`src/rtl/prog_tick_delay.sv`:
```
`default_nettype none
// ============================================================================
//  Module      : prog_tick_delay
//  Description : Runtime-programmable tick delay line. Valid-tagged samples
//                travel through a circular buffer and emerge exactly D cycles
//                after acceptance. D is changed through a cfg handshake; the
//                controller drains in-flight samples before switching D.
//  Option      : `define PROG_TICK_DELAY_CFG_ERR_EN adds a sticky cfg_err_o
//                output flagging out-of-range delay requests.
//  Revision    : 1.0 - initial release
// ============================================================================
module prog_tick_delay #(
    parameter  int DATAWIDTH     = 8,
    parameter  int MAX_DELAY     = 16,
    parameter  int DEFAULT_DELAY = 1,
    localparam int DW_D          = $clog2(MAX_DELAY + 1)
) (
    input  logic                 clk,
    input  logic                 rst_n,
    input  logic                 valid_i,
    output logic                 ready_o,
    input  logic [DATAWIDTH-1:0] data_i,
    output logic                 valid_o,
    output logic [DATAWIDTH-1:0] data_o,
    input  logic                 cfg_valid_i,
    input  logic [DW_D-1:0]      cfg_delay_i,
    output logic                 cfg_ready_o,
    output logic [DW_D-1:0]      delay_o,
    output logic                 busy_o
`ifdef PROG_TICK_DELAY_CFG_ERR_EN
    ,
    output logic                 cfg_err_o
`endif
);

    // Pointer width; a single-entry buffer still needs one bit.
    localparam int              PW       = (MAX_DELAY > 1) ? $clog2(MAX_DELAY) : 1;
    localparam int              SW       = DW_D + 1;
    localparam logic [DW_D-1:0] MAX_D    = DW_D'(MAX_DELAY);
    localparam logic [DW_D-1:0] DEF_D    = DW_D'(DEFAULT_DELAY);
    localparam logic [PW-1:0]   LAST_PTR = PW'(MAX_DELAY - 1);

    typedef enum logic [1:0] {
        ST_RUN   = 2'd0,
        ST_DRAIN = 2'd1,
        ST_APPLY = 2'd2
    } state_t;

    state_t                 state;
    state_t                 state_nxt;
    logic [DW_D-1:0]        delay_q;
    logic [DW_D-1:0]        inflight;
    logic [PW-1:0]          wr_ptr;
    logic [PW-1:0]          rd_ptr;
    logic [SW-1:0]          rd_sum;
    logic [MAX_DELAY-1:0]   vbits;
    logic [DATAWIDTH-1:0]   mem [MAX_DELAY];
    logic                   accept;
    logic                   zero_d;
    logic                   in_apply;
    logic [DW_D-1:0]        clamped;

    assign accept   = valid_i & ready_o;
    assign zero_d   = (delay_q == '0);
    assign in_apply = (state == ST_APPLY);
    assign clamped  = (cfg_delay_i > MAX_D) ? MAX_D : cfg_delay_i;
    assign delay_o  = delay_q;

    // Read pointer = (wr_ptr - D) mod MAX_DELAY, computed without going negative.
    always_comb begin
        rd_sum = SW'(wr_ptr) + SW'(MAX_DELAY) - SW'(delay_q);
        if (rd_sum >= SW'(MAX_DELAY)) begin
            rd_sum = rd_sum - SW'(MAX_DELAY);
        end
        rd_ptr = PW'(rd_sum);
    end

    // Output mux: D=0 bypasses storage, otherwise the tagged entry at rd_ptr.
    always_comb begin
        valid_o = zero_d ? accept : vbits[rd_ptr];
        data_o  = '0;
        if (valid_o) begin
            data_o = zero_d ? data_i : mem[rd_ptr];
        end
    end

    // Write pointer free-runs every cycle regardless of valid.
    always_ff @(posedge clk or negedge rst_n) begin
        if (!rst_n) begin
            wr_ptr <= '0;
        end else if (wr_ptr == LAST_PTR) begin
            wr_ptr <= '0;
        end else begin
            wr_ptr <= wr_ptr + PW'(1);
        end
    end

    // Data storage is deliberately unreset; the valid tags gate its use.
    always_ff @(posedge clk) begin
        mem[wr_ptr] <= data_i;
    end

    // Valid tags: written every cycle, wiped when a new delay takes effect.
    always_ff @(posedge clk or negedge rst_n) begin
        if (!rst_n) begin
            vbits <= '0;
        end else if (in_apply) begin
            vbits <= '0;
        end else begin
            vbits[wr_ptr] <= accept;
        end
    end

    // In-flight sample count; stays at zero in passthrough mode.
    always_ff @(posedge clk or negedge rst_n) begin
        if (!rst_n) begin
            inflight <= '0;
        end else if (!zero_d) begin
            case ({accept, valid_o})
                2'b10:   inflight <= inflight + DW_D'(1);
                2'b01:   inflight <= inflight - DW_D'(1);
                default: inflight <= inflight;
            endcase
        end
    end

    // Active delay register, loaded with the clamped request in APPLY.
    always_ff @(posedge clk or negedge rst_n) begin
        if (!rst_n) begin
            delay_q <= DEF_D;
        end else if (in_apply) begin
            delay_q <= clamped;
        end
    end

`ifdef PROG_TICK_DELAY_CFG_ERR_EN
    // Sticky flag for requests beyond MAX_DELAY; only reset clears it.
    always_ff @(posedge clk or negedge rst_n) begin
        if (!rst_n) begin
            cfg_err_o <= 1'b0;
        end else if (in_apply && (cfg_delay_i > MAX_D)) begin
            cfg_err_o <= 1'b1;
        end
    end
`endif

    // Controller state register.
    always_ff @(posedge clk or negedge rst_n) begin
        if (!rst_n) begin
            state <= ST_RUN;
        end else begin
            state <= state_nxt;
        end
    end

    // Controller next state and handshake outputs. DRAIN does not look at
    // cfg_valid_i, so a withdrawn request still ends back in RUN.
    always_comb begin
        state_nxt   = state;
        ready_o     = 1'b0;
        busy_o      = 1'b1;
        cfg_ready_o = 1'b0;
        case (state)
            ST_RUN: begin
                ready_o = 1'b1;
                busy_o  = 1'b0;
                if (cfg_valid_i) begin
                    state_nxt = (inflight == '0) ? ST_APPLY : ST_DRAIN;
                end
            end
            ST_DRAIN: begin
                if (inflight == '0) begin
                    state_nxt = ST_APPLY;
                end
            end
            ST_APPLY: begin
                cfg_ready_o = 1'b1;
                state_nxt   = ST_RUN;
            end
            default: begin
                state_nxt = ST_RUN;
            end
        endcase
    end

endmodule
`default_nettype wire
```
`config.mk`:
```
export PLATFORM = sky130hd
export DESIGN_NAME = prog_tick_delay
export DESIGN_NICKNAME = d
export VERILOG_FILES = /design/src/rtl/prog_tick_delay.sv
export SDC_FILE = /design/constraint.sdc
export NUM_CORES = 1
export LEC_CHECK = 0
export ABC_AREA = 1
export CORE_ASPECT_RATIO = 1.5
export CORE_MARGIN = 3
export CORE_UTILIZATION = 46
export CTS_BUF_LIST = sky130_fd_sc_hd__clkbuf_8
export DETAILED_ROUTE_END_ITERATION = 8
export GPL_ROUTABILITY_DRIVEN = 1
export PLACE_DENSITY = 0.65
export SYNTH_ARGS = -nofsm -noshare
export SYNTH_HDL_FRONTEND = slang
export SYNTH_SLANG_ARGS = --single-unit
```
`constraint.sdc`:
```
create_clock -name clk -period 9 [get_ports clk]
set_input_delay 1.35 -clock clk [delete_from_list [all_inputs] [get_ports clk]]
set_output_delay 1.35 -clock clk [all_outputs]
set_load 0.01 [all_outputs]
```
Yosys cells after proc, flatten, opt, wreduce, memory -nomap -nowiden
Memory sizes are Yosys's and may differ from the RTL's.
Cells that the tools add are included.
{"block": "totals", "elab_cells": 53, "memories": 1, "output_inout_bits": 17, "regBits": 32, "ram_bits": 128}
{"name": "mem", "depth": 16, "word_bits": 8, "rd": 1, "rd_clocked_by_memory_dff": 0, "write_ports": 1, "line": "57", "source": "logic [DATAWIDTH-1:0] mem [MAX_DELAY];"}
{"block": "classes", "n_reduce_logical": 7, "muxes": 20, "n_lt_le_gt_ge": 5, "add_sub_neg": 6, "eq_ne": 7, "n_bitwise": 2}
{"operator": "$bwmux W16", "count": 1}
{"operator": "$mux W16", "count": 1}
{"operator": "$mux W8", "count": 2}
{"operator": "$logic_not A5 Y1", "count": 2}
{"operator": "$lt A4 B5 Y1 const B", "count": 2}
{"operator": "$pmux W5 S2", "count": 1}
{"operator": "$mux W4", "count": 2}
{"operator": "$add A4 B5 Y6 const B", "count": 1}
{"operator": "$ge A6 B5 Y1 const B", "count": 1}
{"operator": "$mux W1", "count": 6}
{"operator": "$mux W2", "count": 3}
{"operator": "$sub A6 B5 Y6", "count": 1}
{"operator": "$add A5 B1 Y5 const B", "count": 1}
{"operator": "$gt A5 B5 Y1 const B", "count": 1}
{"operator": "$mux W5", "count": 1}
{"operator": "$sub A5 B1 Y5 const B", "count": 1}
{"operator": "$add A4 B1 Y4 const B", "count": 1}
{"operator": "$bmux W1 S4", "count": 1}
{"operator": "$demux W1 S4", "count": 1}
{"operator": "$eq A2 B1 Y1 const B", "count": 2}
{"operator": "$eq A2 B2 Y1 const B", "count": 2}
{"operator": "$eq A4 B4 Y1 const B", "count": 1}
{"operator": "$ge A4 B1 Y1 const B", "count": 1}
{"operator": "$ne A2 B2 Y1 const B", "count": 2}
{"operator": "other kinds (8)", "count": 9}

Depth between registers and ports, before layout
{"block": "depth", "word_depth": 10, "mapped_depth": 24, "mapped_depth_nobuf": 23}

Worst setup path before layout
No wires, ideal clock.
{"block": "synth_path", "path_kind": "register to output", "startpoint": "register delay_q[0], in the netlist delay_o[0]", "endpoint": "output data_o[5]", "arrival_ps": 2149, "path_stages_with_launch": 13, "n_path_buf": 2, "setup_slack_ps": 5501, "t_required_ps": 7650, "cell_sequence": "dfstp_2 -> ha_1 -> inv_1 -> fa_1 -> buf_2 -> clkbuf_1 -> nand3_1 -> nand2_2 -> nand2_1 -> nand3_1 -> nand3_1 -> nand2_1 -> nor2_2"}
{"block": "synth_via", "elab_chain_len": 7}
{"item": "from (decl)", "line": "51", "source": "logic [DW_D-1:0] delay_q;"}
{"item": "from (signal assigned)", "line": "132", "source": "delay_q <= clamped;"}
{"item": "$sub A6 B5 Y6", "line": "71", "source": "rd_sum = SW'(wr_ptr) + SW'(MAX_DELAY) - SW'(delay_q);"}
{"item": "$ge A6 B5 Y1 or $sub A4 B1 Y4 (tied branches)", "line": "72, 73"}
{"item": "$mux W4", "line": "72", "source": "if (rd_sum >= SW'(MAX_DELAY)) begin"}
{"item": "$bmux W1 S4", "line": "80", "source": "valid_o = zero_d ? accept : vbits[rd_ptr];"}
{"item": "$mux W1 (implied by the code)", "line": "80"}
{"item": "$mux W1", "line": "80"}
{"item": "$mux W8 (*)", "line": "82", "source": "if (valid_o) begin"}
{"item": "to (decl)", "line": "24", "source": "output logic [DATAWIDTH-1:0] data_o,"}
Every way passes the cells marked *; elsewhere a longest branch is shown, timed or not. The select of a mux whose other input is x is not followed.

Final worst setup path
{"block": "layout_path", "startpoint": "register wr_ptr[0]", "endpoint": "output data_o[0]"}
{"block": "layout_via", "elab_chain_len": 8}
{"item": "from (decl)", "line": "53", "source": "logic [PW-1:0] wr_ptr;"}
{"item": "from (signal assigned)", "line": "94", "source": "wr_ptr <= wr_ptr + PW'(1);"}
{"item": "$add A4 B5 Y6 (*)", "line": "71"}
{"item": "$sub A6 B5 Y6 (*)", "line": "71"}
{"item": "$ge A6 B5 Y1 or $sub A4 B1 Y4 (tied branches)", "line": "72, 73"}
{"item": "$mux W4 (*)", "line": "72"}
{"item": "$bmux W1 S4", "line": "80"}
{"item": "$mux W1 (implied by the code)", "line": "80"}
{"item": "$mux W1", "line": "80"}
{"item": "$mux W8 (*)", "line": "82"}
Marked as above.

==> results.sh <==
export IMPL_grt_overflow=0
export IMPL_critical_path_arrival_ns=3.95
export IMPL_cp_top_family="buffers and inverters"
export IMPL_synth_area_leaders="edfxtp_1, nand2_1, dfrtp_1"
export IMPL_rows=55
export IMPL_setup_worst_path_end="data_o[0]"
export IMPL_grt_max_degree=74
export IMPL_async_flop_share=0.200
export IMPL_grt_first_pass_wirelength_um=26000
export IMPL_p_seq_frac=0.324
export IMPL_cp_cell_sequence="inv_1 > ha_2 > inv_1 > fa_1 > buf_4 > inv_2 > nand3_1 > nand2_1 > nand2_2 > nand3_2 > nand3_2 > nand2_4 > nor2_2 > clkdlybuf4s50_1"
export IMPL_clock_sinks=160
export IMPL_critical_path_max_fanout=37
export IMPL_crit_path_start_kind="flop"
export IMPL_max_freq_mhz=189
export IMPL_skew_ns=0.0158
export IMPL_synth_fp_nets=748
export IMPL_post_cts_setup_buffers=0
export IMPL_post_cts_resized=0
export IMPL_post_route_period_util=0.589
export IMPL_first_global_vias=5067
export IMPL_p_comb_frac=0.490
export IMPL_layout_min_cycle_time_ns=5.30
export IMPL_start_util=0.475
export IMPL_switching_power_uw=1140
export IMPL_portBuffers=33
export IMPL_synth_seq_cells=160
export IMPL_cts_tree="yes"
export IMPL_pin_count=34
export IMPL_drt_first_pass_iters=5
export IMPL_routedWlPerCell_um=17.1
export IMPL_drtIter0Drc=333
export IMPL_syn2layout_area_growth_pct=11.3
export IMPL_leakage_uw=0.00325
export IMPL_wl_um=16400
export IMPL_tns_ns=0
export IMPL_core_region_area_um2=15300
export IMPL_antenna_cells=0
export IMPL_ys_flop_type="edfxtp_1"
export IMPL_die_x_um=109
export IMPL_postCtsHoldBufs=0
export IMPL_r2r_slack_ns=4.70
export IMPL_gp_congestion=0.820
export IMPL_path_depth=14
export IMPL_hpwl_um=10100
export IMPL_critPathLaunch="wr_ptr[0]$_DFF_PN0_"
export IMPL_cp_buffers_inverters=5
export IMPL_cp_required_ns=7.65
export IMPL_finalPower_uw=2740
export IMPL_rr_startpoint="wr_ptr[0]$_DFF_PN0_"
export IMPL_yosysTopAreaCell="edfxtp_1"
export IMPL_ff_latch_area_um2=4650
export IMPL_swShare=0.418
export IMPL_ys_types=35
export IMPL_cts_root_buf="clkbuf_8"
export IMPL_internal_power_uw=1590
export IMPL_layout_common_cells="nand2_1, edfxtp_1, nand3_1"
export IMPL_yosysWarnings=0
export IMPL_hold_viol_final=0
export IMPL_final_common_cell="nand2_1"
export IMPL_drive_above_1_share=0.0989
export IMPL_synthDominantCellAreaShare=0.527
export IMPL_dpl_cell_area_um2=7730
export IMPL_fin_area_um2=8120
export IMPL_nNetsFinal=774
export IMPL_rr_worst_depth=24
export IMPL_pwr_density_cell_nw_per_um2=337
export IMPL_setup_violations=0
export IMPL_hold_path_class="flop to flop"
export IMPL_antenna_found_initial=0
export IMPL_h_tree_depth=4
export IMPL_r2r_end="inflight[4]$_DFFE_PN0P_"
export IMPL_clkTransAtPathRegs_ns=0.08
export IMPL_die_area_um2=17400
export IMPL_ir_drop_uv=326
export IMPL_die_y_um=160
export IMPL_cts_max_path_buffers=2
export IMPL_drv_slew=0
export IMPL_crit_path_end_kind="output pin"
export IMPL_synth_edf_count=128
export IMPL_rsz0062_at_grt="no"
export IMPL_relSlewSlack=0.220
export IMPL_synth_seq_area_share=0.637
export IMPL_clockPowerShare=0.185
export IMPL_clock_latency_ns=0.44
export IMPL_grt_use_total=0.197
export IMPL_maxCapViolCount=0
export IMPL_cp_slowest_cell="clkdlybuf4s50_1"
export IMPL_drc_errors=0
export IMPL_syn_avg_cell_area_um2=10.1
export IMPL_multi_input_area_um2=2350
export IMPL_n_fill_cell=1339
export IMPL_route_antenna_remaining_nets=0
export IMPL_vias=5073
export IMPL_outcome="finished, final reports clean"
export IMPL_numCtsBuffers=17
export IMPL_criticalPathCategory="flop to output pin"
export IMPL_syn_inst=719
export IMPL_vias_per_cell=5.30
export IMPL_synth_area_um2=7290
export IMPL_worstMarginPinSlew_ns=1.17
export IMPL_critPathMaxStageDelay_ns=0.54
[power groups by stage]
| stage | Clock (µW) | Combinational (µW) | Sequential (µW) |
|---|---|---|---|
| after global routing | 555 | 1500 | 894 |
| final | 508 | 1340 | 888 |
| after CTS | 517 | 1350 | 888 |
| after global placement | 0 | 1310 | 901 |
| after detailed placement | 0 | 1350 | 903 |
| after floorplan | 0 | 955 | 901 |
[metrics by stage]
step,cells,util,hold slack (ns),setup slack (ns)
finish,957,0.529,0.532,3.70
global route,957,0.529,0.548,3.44
CTS,957,0.529,0.533,3.66
detailed placement,925,0.504,0.514,4.17
global placement,925,0.504,0.505,4.21
floorplan,719,-,0.478,5.50
[tightest hold or removal path: cells and delay by family, from the launching register on]
family          cells  cell delay, ns
simple gates        1            0.07
flops               1            0.36
compound gates      1            0.07
[sequential cells by signal, indices dropped and copies added, names as in the netlist]
register  cells
delay_o       5
inflight      5
mem         128
state         2
vbits        16
wr_ptr        4
[layout make-up]
class / count / share of cell area
clock buffer: 19 / 0.0322
tap: 199 / 0.0307
inverter: 34 / 0.0167
multi-input combinational: 496 / 0.290
sequential: 160 / 0.572
timing repair buffer: 36 / 0.0435
clock inverter: 13 / 0.0150
[worst min path at each step]
stage          cells past startpoint  slack [ns]                    from                endpoint
6_report                           2        0.53   vbits[15]$_DFFE_PN0P_   vbits[15]$_DFFE_PN0P_
5_1_grt                            2        0.55  delay_o[0]$_DFFE_PN1P_  delay_o[0]$_DFFE_PN1P_
4_1_cts                            2        0.53   vbits[15]$_DFFE_PN0P_   vbits[15]$_DFFE_PN0P_
3_5_place_dp                       2        0.51   vbits[15]$_DFFE_PN0P_   vbits[15]$_DFFE_PN0P_
3_3_place_gp                       2        0.51  delay_o[0]$_DFFE_PN1P_  delay_o[0]$_DFFE_PN1P_
2_1_floorplan                      2        0.48   vbits[15]$_DFFE_PN0P_   vbits[15]$_DFFE_PN0P_
[logic make-up after synthesis]
kind of cell,after synthesis,synth area share
compound gates,31,0.0235
simple gates,447,0.267
fa+ha+maj,12,0.0216
buf+inv,63,0.0410
flops,160,0.637
xor+xnor,6,0.00978
[cell usage after synthesis (4+ instances only)]
library cell	number
nor2_1	23
inv_1	27
dfrtp_1	31
clkbuf_1	6
nand3_1	119
edfxtp_1	128
o21ai_0	22
or2_2	8
ha_1	11
buf_2	17
inv_2	5
nor2_2	10
nand2_2	6
nand2_1	271
nand3_2	4
[layer usage]
metal,GRT usage,part of all wire
met1,0.241,0.39
met2,0.335,0.52
met3,0.0311,0.056
met4,0.0959,0.035
met5,0,0
Note: power is estimated with default switching activity, not from simulation.
